File: src/rtl/config_loader_pkg.sv
// Shared definitions for the serial configuration chain loader.
//   cfg_state_e       : loader FSM states (IDLE, LOAD, SHIFT, DONE)
//   CFG_CHAIN_LEN_DEF : default number of config bits in the downstream chain
//   CFG_WORD_W_DEF    : default width of incoming configuration words
//   cfg_words()       : number of words needed to cover a chain (ceiling division)
package config_loader_pkg;

  typedef enum logic [1:0] {
    IDLE,
    LOAD,
    SHIFT,
    DONE
  } cfg_state_e;

  localparam int unsigned CFG_CHAIN_LEN_DEF = 64;
  localparam int unsigned CFG_WORD_W_DEF    = 32;

  function automatic int unsigned cfg_words(input int unsigned chain_len,
                                            input int unsigned word_w);
    return (chain_len + word_w - 1) / word_w;
  endfunction

endpackage

File: src/rtl/config_chain_loader_serializer.sv
// cfg_word_serializer: holds one configuration word and walks a bit index
// across it, LSB first.
// Ports:
//   clk, rst_n : clock, asynchronous active-low reset
//   load       : capture word_in and restart the index at bit 0
//   advance    : step to the next bit (ignored when load is high)
//   word_in    : word to capture
//   cur_bit    : bit currently selected by the index
//   word_end   : index is on the final bit of the word
//   pre_end    : index is on the second-to-last bit of the word
module cfg_word_serializer
  import config_loader_pkg::*;
#(
  parameter int unsigned WORD_W = CFG_WORD_W_DEF
) (
  input  logic              clk,
  input  logic              rst_n,
  input  logic              load,
  input  logic              advance,
  input  logic [WORD_W-1:0] word_in,
  output logic              cur_bit,
  output logic              word_end,
  output logic              pre_end
);

  localparam int unsigned     IW      = $clog2(WORD_W);
  localparam logic [IW-1:0]   IDX_END = IW'(WORD_W - 1);
  localparam logic [IW-1:0]   IDX_PRE = IW'(WORD_W - 2);

  logic [WORD_W-1:0] sreg;
  logic [IW-1:0]     bit_idx;

  always_ff @(posedge clk or negedge rst_n) begin
    if (!rst_n) begin
      sreg    <= '0;
      bit_idx <= '0;
    end else if (load) begin
      sreg    <= word_in;
      bit_idx <= '0;
    end else if (advance) begin
      bit_idx <= bit_idx + IW'(1);
    end
  end

  assign cur_bit  = sreg[bit_idx];
  assign word_end = (bit_idx == IDX_END);
  assign pre_end  = (bit_idx == IDX_PRE);

endmodule

File: src/rtl/config_chain_loader.sv
// config_chain_loader: transmit end of the serial configuration chain.
// Accepts words over valid/ready, shifts exactly CHAIN_LEN bits LSB-first into
// the chain head, stalls with cfg_en low while words are late, pulses done.
// Optional build macro: CONFIG_READBACK_SIG_EN (rotate-XOR signature of the
// bits returned on cfg_tail; when undefined sig_out is tied to zero).
// Ports:
//   config_clk, config_reset : clock, asynchronous active-low reset
//   start, abort             : begin a load (IDLE only) / cancel a load
//   word_data/valid/ready    : configuration word stream
//   cfg_bit, cfg_en          : serial data and shift enable to the chain head
//   cfg_tail                 : chain tail loop-back
//   busy, done               : load in progress / one-cycle completion pulse
//   sig_out                  : readback signature
module config_chain_loader
  import config_loader_pkg::*;
#(
  parameter int unsigned CHAIN_LEN = CFG_CHAIN_LEN_DEF,
  parameter int unsigned WORD_W    = CFG_WORD_W_DEF,
  parameter int unsigned SIG_W     = 16
) (
  input  logic              config_clk,
  input  logic              config_reset,
  input  logic              start,
  input  logic              abort,
  input  logic [WORD_W-1:0] word_data,
  input  logic              word_valid,
  output logic              word_ready,
  output logic              cfg_bit,
  output logic              cfg_en,
  input  logic              cfg_tail,
  output logic              busy,
  output logic              done,
  output logic [SIG_W-1:0]  sig_out
);

  localparam int unsigned   RW  = $clog2(CHAIN_LEN + 1);
  localparam logic [RW-1:0] LEN = RW'(CHAIN_LEN);

  cfg_state_e    state;
  logic [RW-1:0] remaining;
  logic          word_ready_q, cfg_en_q, busy_q, done_q;
  logic          accept, advance, last_bit;
  logic          cur_bit, word_end, pre_end;

  // abort wins over a same-cycle handshake, so it masks ready combinationally
  assign word_ready = word_ready_q & ~abort;
  assign accept     = word_ready & word_valid;
  assign advance    = (state == SHIFT) & ~word_end;
  assign last_bit   = (remaining == RW'(1));

  assign cfg_en  = cfg_en_q;
  assign cfg_bit = cfg_en_q & cur_bit;
  assign busy    = busy_q;
  assign done    = done_q;

  cfg_word_serializer #(
    .WORD_W (WORD_W)
  ) u_serializer (
    .clk      (config_clk),
    .rst_n    (config_reset),
    .load     (accept),
    .advance  (advance),
    .word_in  (word_data),
    .cur_bit  (cur_bit),
    .word_end (word_end),
    .pre_end  (pre_end)
  );

  // Outputs are registered, so word_ready_q is decided one cycle ahead:
  // it is set for the coming cycle when that cycle will sit on the last bit
  // of a word and that bit is not the final bit of the chain.
  always_ff @(posedge config_clk or negedge config_reset) begin
    if (!config_reset) begin
      state        <= IDLE;
      remaining    <= '0;
      word_ready_q <= 1'b0;
      cfg_en_q     <= 1'b0;
      busy_q       <= 1'b0;
      done_q       <= 1'b0;
    end else begin
      done_q <= 1'b0;
      if (abort && (state != IDLE)) begin
        state        <= IDLE;
        word_ready_q <= 1'b0;
        cfg_en_q     <= 1'b0;
        busy_q       <= 1'b0;
      end else begin
        unique case (state)
          IDLE: begin
            if (start) begin
              state        <= LOAD;
              remaining    <= LEN;
              word_ready_q <= 1'b1;
              busy_q       <= 1'b1;
            end
          end
          LOAD: begin
            if (accept) begin
              state        <= SHIFT;
              word_ready_q <= 1'b0;
              cfg_en_q     <= 1'b1;
            end
          end
          SHIFT: begin
            remaining <= remaining - RW'(1);
            if (last_bit) begin
              state        <= DONE;
              word_ready_q <= 1'b0;
              cfg_en_q     <= 1'b0;
              busy_q       <= 1'b0;
              done_q       <= 1'b1;
            end else if (word_end) begin
              if (accept) begin
                word_ready_q <= 1'b0;
              end else begin
                state        <= LOAD;
                word_ready_q <= 1'b1;
                cfg_en_q     <= 1'b0;
              end
            end else begin
              word_ready_q <= pre_end && (remaining != RW'(2));
            end
          end
          DONE: begin
            state <= IDLE;
          end
          default: begin
            state <= IDLE;
          end
        endcase
      end
    end
  end

`ifdef CONFIG_READBACK_SIG_EN
  logic [SIG_W-1:0] sig;

  always_ff @(posedge config_clk or negedge config_reset) begin
    if (!config_reset) begin
      sig <= '0;
    end else if ((state == IDLE) && start) begin
      sig <= '0;
    end else if (cfg_en_q) begin
      sig <= {sig[SIG_W-2:0], sig[SIG_W-1] ^ cfg_tail};
    end
  end

  assign sig_out = sig;
`else
  logic unused_tail;
  assign unused_tail = cfg_tail;
  assign sig_out     = '0;
`endif

endmodule

File: config.mk
export PLATFORM = sky130hd
export DESIGN_NAME = config_chain_loader
export DESIGN_NICKNAME = d
export VERILOG_FILES = /design/src/rtl/config_loader_pkg.sv /design/src/rtl/config_chain_loader_serializer.sv /design/src/rtl/config_chain_loader.sv
export SDC_FILE = /design/constraint.sdc
export NUM_CORES = 1
export LEC_CHECK = 0
export CORE_MARGIN = 8
export CORE_UTILIZATION = 50
export CTS_BUF_LIST = sky130_fd_sc_hd__clkbuf_8
export DETAILED_ROUTE_END_ITERATION = 8
export GPL_TIMING_DRIVEN = 0
export PLACE_DENSITY = 0.86
export SETUP_SLACK_MARGIN = 0.3
export SLEW_MARGIN = 10
export SYNTH_ARGS = -nofsm -noshare
export SYNTH_HDL_FRONTEND = slang
export SYNTH_SLANG_ARGS = --single-unit
File: constraint.sdc
create_clock -name config_clk -period 6.3 [get_ports config_clk]
set_clock_uncertainty 0.15 [all_clocks]
set_input_delay 1.26 -clock config_clk [delete_from_list [all_inputs] [get_ports config_clk]]
set_output_delay 1.26 -clock config_clk [all_outputs]
set_load 0.05 [all_outputs]
# [Yosys cells after proc, flatten, opt, wreduce, memory -nomap -nowiden]
# Index checks and enable logic that the tools add are counted.
[classes] bitwise=7 order_cmp=1 n_mux=32 n_eq_ne=13 n_reduce_logical=14 addsub=2
[ops] operator="$mux W1" count=17
[ops] operator="$pmux W7 S2" count=1
[ops] operator="$mux W2" count=6
[ops] operator="$eq A5 B5 Y1 const B" count=2
[ops] operator="$mux W5" count=2
[ops] operator="$reduce_and A3 Y1" count=3
[ops] operator="$ne A4 B3 Y1 const B" count=2
[ops] operator="$pmux W2 S4" count=1
[ops] operator="$reduce_and A4 Y1" count=2
[ops] operator="$eq A7 B1 Y1 const B" count=1
[ops] operator="$mux W7" count=1
[ops] operator="$ne A7 B2 Y1 const B" count=1
[ops] operator="$sub A7 B1 Y7 const B" count=1
[ops] operator="$lt A5 B6 Y1 const B" count=1
[ops] operator="$ne A3 B3 Y1 const B" count=2
[ops] operator="$reduce_bool A2 Y1" count=3
[ops] operator="$reduce_bool A3 Y1" count=2
[ops] operator="$add A5 B1 Y5 const B" count=1
[ops] operator="$bmux W1 S5" count=1
[ops] operator="$and A1 B1 Y1" count=4
[ops] operator="$eq A2 B2 Y1 const B" count=2
[ops] operator="$pmux W1 S2" count=2
[ops] operator="$reduce_bool A4 Y1" count=1
[ops] operator="$ne A3 B2 Y1 const B" count=1
[ops] operator="6 further kinds" count=9
[word_totals] input_bits=38 reg_bits=50 word_cells=77

# [Longest topological paths before layout]
[depth] word_depth=8 depth_mapped=7 depth_no_buf=7

# [Hierarchy]
# Synthesis repeated with hierarchy kept, for this count alone.
[hier_totals] hier_cells=232 hier_area_um2=2671.3
[modules_own_cells] mod="cfg_word_serializer" area_each_um2=1766.7 n_inst=1 cells_each=133
[modules_own_cells] mod="config_chain_loader" area_each_um2=904.6 n_inst=1 cells_each=99

# [Worst setup path before layout]
# No wires, ideal clock.
[synth_timing] path_type="input-to-output" startpoint="in abort" endpoint="out word_ready" path_stages=2 t_required_ns=4.890 n_path_buf=1 setup_slack_ns=2.747 arrival_time_ns=2.143 path_cell_list="buf_2 > nor2b_1"
[synth_via] elab_chain_cells=2
[synth_lines] item="from (decl)" line="config_chain_loader.sv:24" rtl="input logic abort,"
[synth_lines] item="$not A1 Y1" line="config_chain_loader.sv:46" rtl="assign word_ready = word_ready_q & ~abort;"
[synth_lines] item="$and A1 B1 Y1" line="config_chain_loader.sv:46"
[synth_lines] item="to (decl)" line="config_chain_loader.sv:27" rtl="output logic word_ready,"
# No other way between the ends.

# [Final worst setup path]
[layout_timing] startpoint="reg u_serializer.bit_idx[1]" endpoint="out cfg_bit"
[layout_via] elab_chain_cells=3
[layout_lines] item="from (decl)" line="config_chain_loader_serializer.sv:31" rtl="logic [IW-1:0] bit_idx;"
[layout_lines] item="from (signal assigned)" line="config_chain_loader_serializer.sv:41" rtl="bit_idx <= bit_idx + IW'(1);"
[layout_lines] item="$bmux W1 S5" line="config_chain_loader_serializer.sv:45" rtl="assign cur_bit = sreg[bit_idx];"
[layout_lines] item="$mux W1 (implied by the code)" line="config_chain_loader_serializer.sv:45"
[layout_lines] item="$and A1 B1 Y1" line="config_chain_loader.sv:52" rtl="assign cfg_bit = cfg_en_q & cur_bit;"
[layout_lines] item="to (decl)" line="config_chain_loader.sv:28" rtl="output logic cfg_bit,"
# No other way between the ends. The select of a mux whose other input is x is not followed.

==> flow_summary.yaml <==
outcome:
  status: "finished clean"
setup_path:
  path_class: "flip-flop to output pin"
  critPathCaptureType: "output pin"
  regToRegSetupSlack_ns: 4.14
  crit_arrival_ns: 2.99
  worst_r2r_endpoint: "u_serializer.bit_idx[3]"
  r2r_cells: 7
  cp_max_fo: 10
  crit_end: "cfg_bit"
  cp-start-kind: "flip-flop"
  max_stage_delay_ns: 0.70
  rr_startpoint: "u_serializer.bit_idx[2]"
  cp-startpoint: "u_serializer.bit_idx[1]"
  slowest_stage: "clkdlybuf4s50_1"
  crit_required_ns: 4.89
  cp_cell_sequence: "clkbuf_1 -> mux4_2 -> nor2b_1 -> a211oi_1 -> a31oi_1 -> o21a_1 -> clkdlybuf4s50_1"
global_route:
  grt_start_max_net_pins: 34
  grt_pass1_vias: 2183
  grtUsageTotal_pct: 15.6
  grt_pass1_wl_um: 9640
  antenna_found_initial: 0
  grt-ovfl-total: 0
floorplanning:
  io_pins: 59
  rows: 26
  dieArea_um2: 7750
  core_um2: 5040
  die_height_um: 88.0
  die_w_um: 88.0
  initial_utilization_pct: 51.4
clock_network:
  clkLatencyLatePin_ns: 0.30
  cts_tree: "built"
  cts_sinks: 50
  root_buffer: "clkbuf_8"
  clockBufferDepth: 2
  cts_buffers: 5
  h-tree-depth: 2
  cts_setup_buffers: 0
  cts-resized-gates: 0
  cts_hold_buf: 0
  clkTransAtPathRegs_ns: 0.09
cells_and_area:
  seqCellArea_um2: 1250
  nNetsFinal: 396
  final_cell_mix: "110 x nand2_1, 50 x dfrtp_1, 39 x clkdlybuf4s50_1"
  layout-drive-gt1-share_pct: 11.3
  multi_input_area_um2: 1200
  design_area_um2: 3260
  diodes: 0
  area_growth_pct: 25.8
  layout_commonest_cell: "nand2_1"
  nFillCells: 446
logic_synthesis:
  yosysWarnings: 0
  yosysUniqueCellTypes: 40
  synthCells: 289
  syn-mean-instance-area_um2: 8.97
  ys_top_cells_by_area: "dfrtp_1 48%, nand2_1 16%, mux4_2 6.1%, buf_4 4.6%, nor2_1 3.2%"
  synth_flop_cell: "dfrtp_1"
  synthArstFlopShare_pct: 100
  synth.top_cell.area_share_pct: 48.2
  synth-seq-cells: 50
  synth_edf_count: 0
  synth_area_leader_cell: "dfrtp_1"
  synth_area_um2: 2590
  seq_area_frac_synth_pct: 48.2
drt:
  wire_per_inst_um: 13.2
  drc: 0
  drtPass1Iterations: 5
  dr_total_vias: 2095
  viasPerCell: 4.95
  dr.first_iter.drc_count: 117
  wl_um: 5580
  drtAntennaViolNets: 0
timing:
  slew_headroom_pct: 56.9
  tightestPinTransition_ns: 0.644
  fmax_mhz: 227
  slew_violations: 0
  fin_tns_setup_ns: 0
  setup_violations: 0
  finalHoldViolations: 0
  period_minus_slack_ns: 4.40
  period_share_pct: 69.8
  rsz0062_at_grt: "false"
placed_design:
  portBuffers: 40
  gp_congestion: 0.815
  placed_area_um2: 3150
  dp_hpwl_um: 4290
power:
  vdd_ir_drop_max_v: 0.000208
  powerDensity_nw_per_um2: 382
  p_leak_nw: 1.57
job:
  drv_cap: 0
worst_hold_path:
  hold_class: "flip-flop to flip-flop"
-- power breakdown --
group          leakage (nW)  switching [mW]  internal (mW)
Sequential            0.634          0.0857          0.452
Clock                0.0556           0.106          0.117
Combinational         0.880           0.268          0.216
-- layout make-up --
cell class	instances	share of cell area [%]
sequential	50	38.3
clock inverter	3	1.27
clock buffer	5	2.11
inverter	6	0.690
timing repair buffer	41	12.7
tap	70	2.68
multi-input combinational	220	36.8
buffer	28	5.37
-- how the worst min path moves through the flow --
stage | from | endpoint | slack [ns] | cells past startpoint
after floorplan | u_serializer.sreg[12] | u_serializer.sreg[12] | 0.29 | 2
after global placement | u_serializer.sreg[12] | u_serializer.sreg[12] | 0.30 | 2
after detailed placement | u_serializer.sreg[31] | u_serializer.sreg[31] | 0.31 | 2
after CTS | u_serializer.sreg[31] | u_serializer.sreg[31] | 0.33 | 2
after global routing | u_serializer.sreg[31] | u_serializer.sreg[31] | 0.35 | 2
final | u_serializer.sreg[0] | u_serializer.sreg[0] | 0.33 | 2
-- metrics by stage --
step | std cells | util (%) | total power [mW] | setup WS, ns | hold WS [ns]
detailed placement | 415 | 62.5 | 1.03 | 2.22 | 0.311
global route | 423 | 64.7 | 1.34 | 1.74 | 0.348
CTS | 423 | 64.7 | 1.25 | 1.88 | 0.334
finish | 423 | 64.7 | 1.25 | 1.90 | 0.331
floorplan | 304 | - | 0.886 | 2.75 | 0.290
global placement | 414 | 62.2 | 1.00 | 2.25 | 0.304
-- per-layer routing --
| layer | GRT usage (%) | wire length [um] | vias to the layer above |
|---|---|---|---|
| met5 | 0 | 0 | - |
| met4 | 4.61 | 74 | 0 |
| met3 | 4.03 | 266 | 9 |
| met2 | 26.2 | 2780 | 52 |
| met1 | 19.2 | 2460 | 1005 |
| li1 | - | - | 1029 |
-- synth_stat cells, types with 2 or more instances --
cell type / n
nor3_1: 2
clkbuf_1: 9
o21ai_0: 9
nor2_1: 22
nand2_1: 110
ha_1: 6
inv_1: 6
mux2i_1: 3
nor2b_1: 3
nor4_1: 2
xnor2_1: 4
and2_1: 2
dfrtp_1: 50
buf_4: 16
mux4_2: 7
nand3_1: 3
a21oi_1: 6
buf_2: 2
nand4_1: 2
xor2_1: 4
a31oi_1: 2
-- registers in the layout (all words and copies together), names as in the netlist --
name                  count
u_serializer.bit_idx      5
state                     2
word_ready_q              1
busy                      1
remaining                 7
u_serializer.sreg        32
done                      1
cfg_en                    1
-- kinds of logic (layout without fill, tap and decap cells) --
family | after synthesis | count (layout) | synth area share (%)
mux | 10 | 10 | 7.24
xor+xnor | 8 | 8 | 2.70
compound gates | 25 | 25 | 5.98
buf+inv | 34 | 83 | 7.62
other cells | 1 | 16 | 0.145
flops | 50 | 50 | 48.2
simple gates | 155 | 155 | 25.2
fa+ha+maj | 6 | 6 | 2.89
-- critical path, delay by kind of cell, from the launching register on --
kind                   cells  cell delay (ns)
buffers and inverters      2             1.15
flip-flops                 1             0.44
multiplexers               1             0.38
AND/OR/NAND/NOR            1             0.15
AO/OA/AOI/OAI              3             0.55
(Power assumes the default switching activity.)
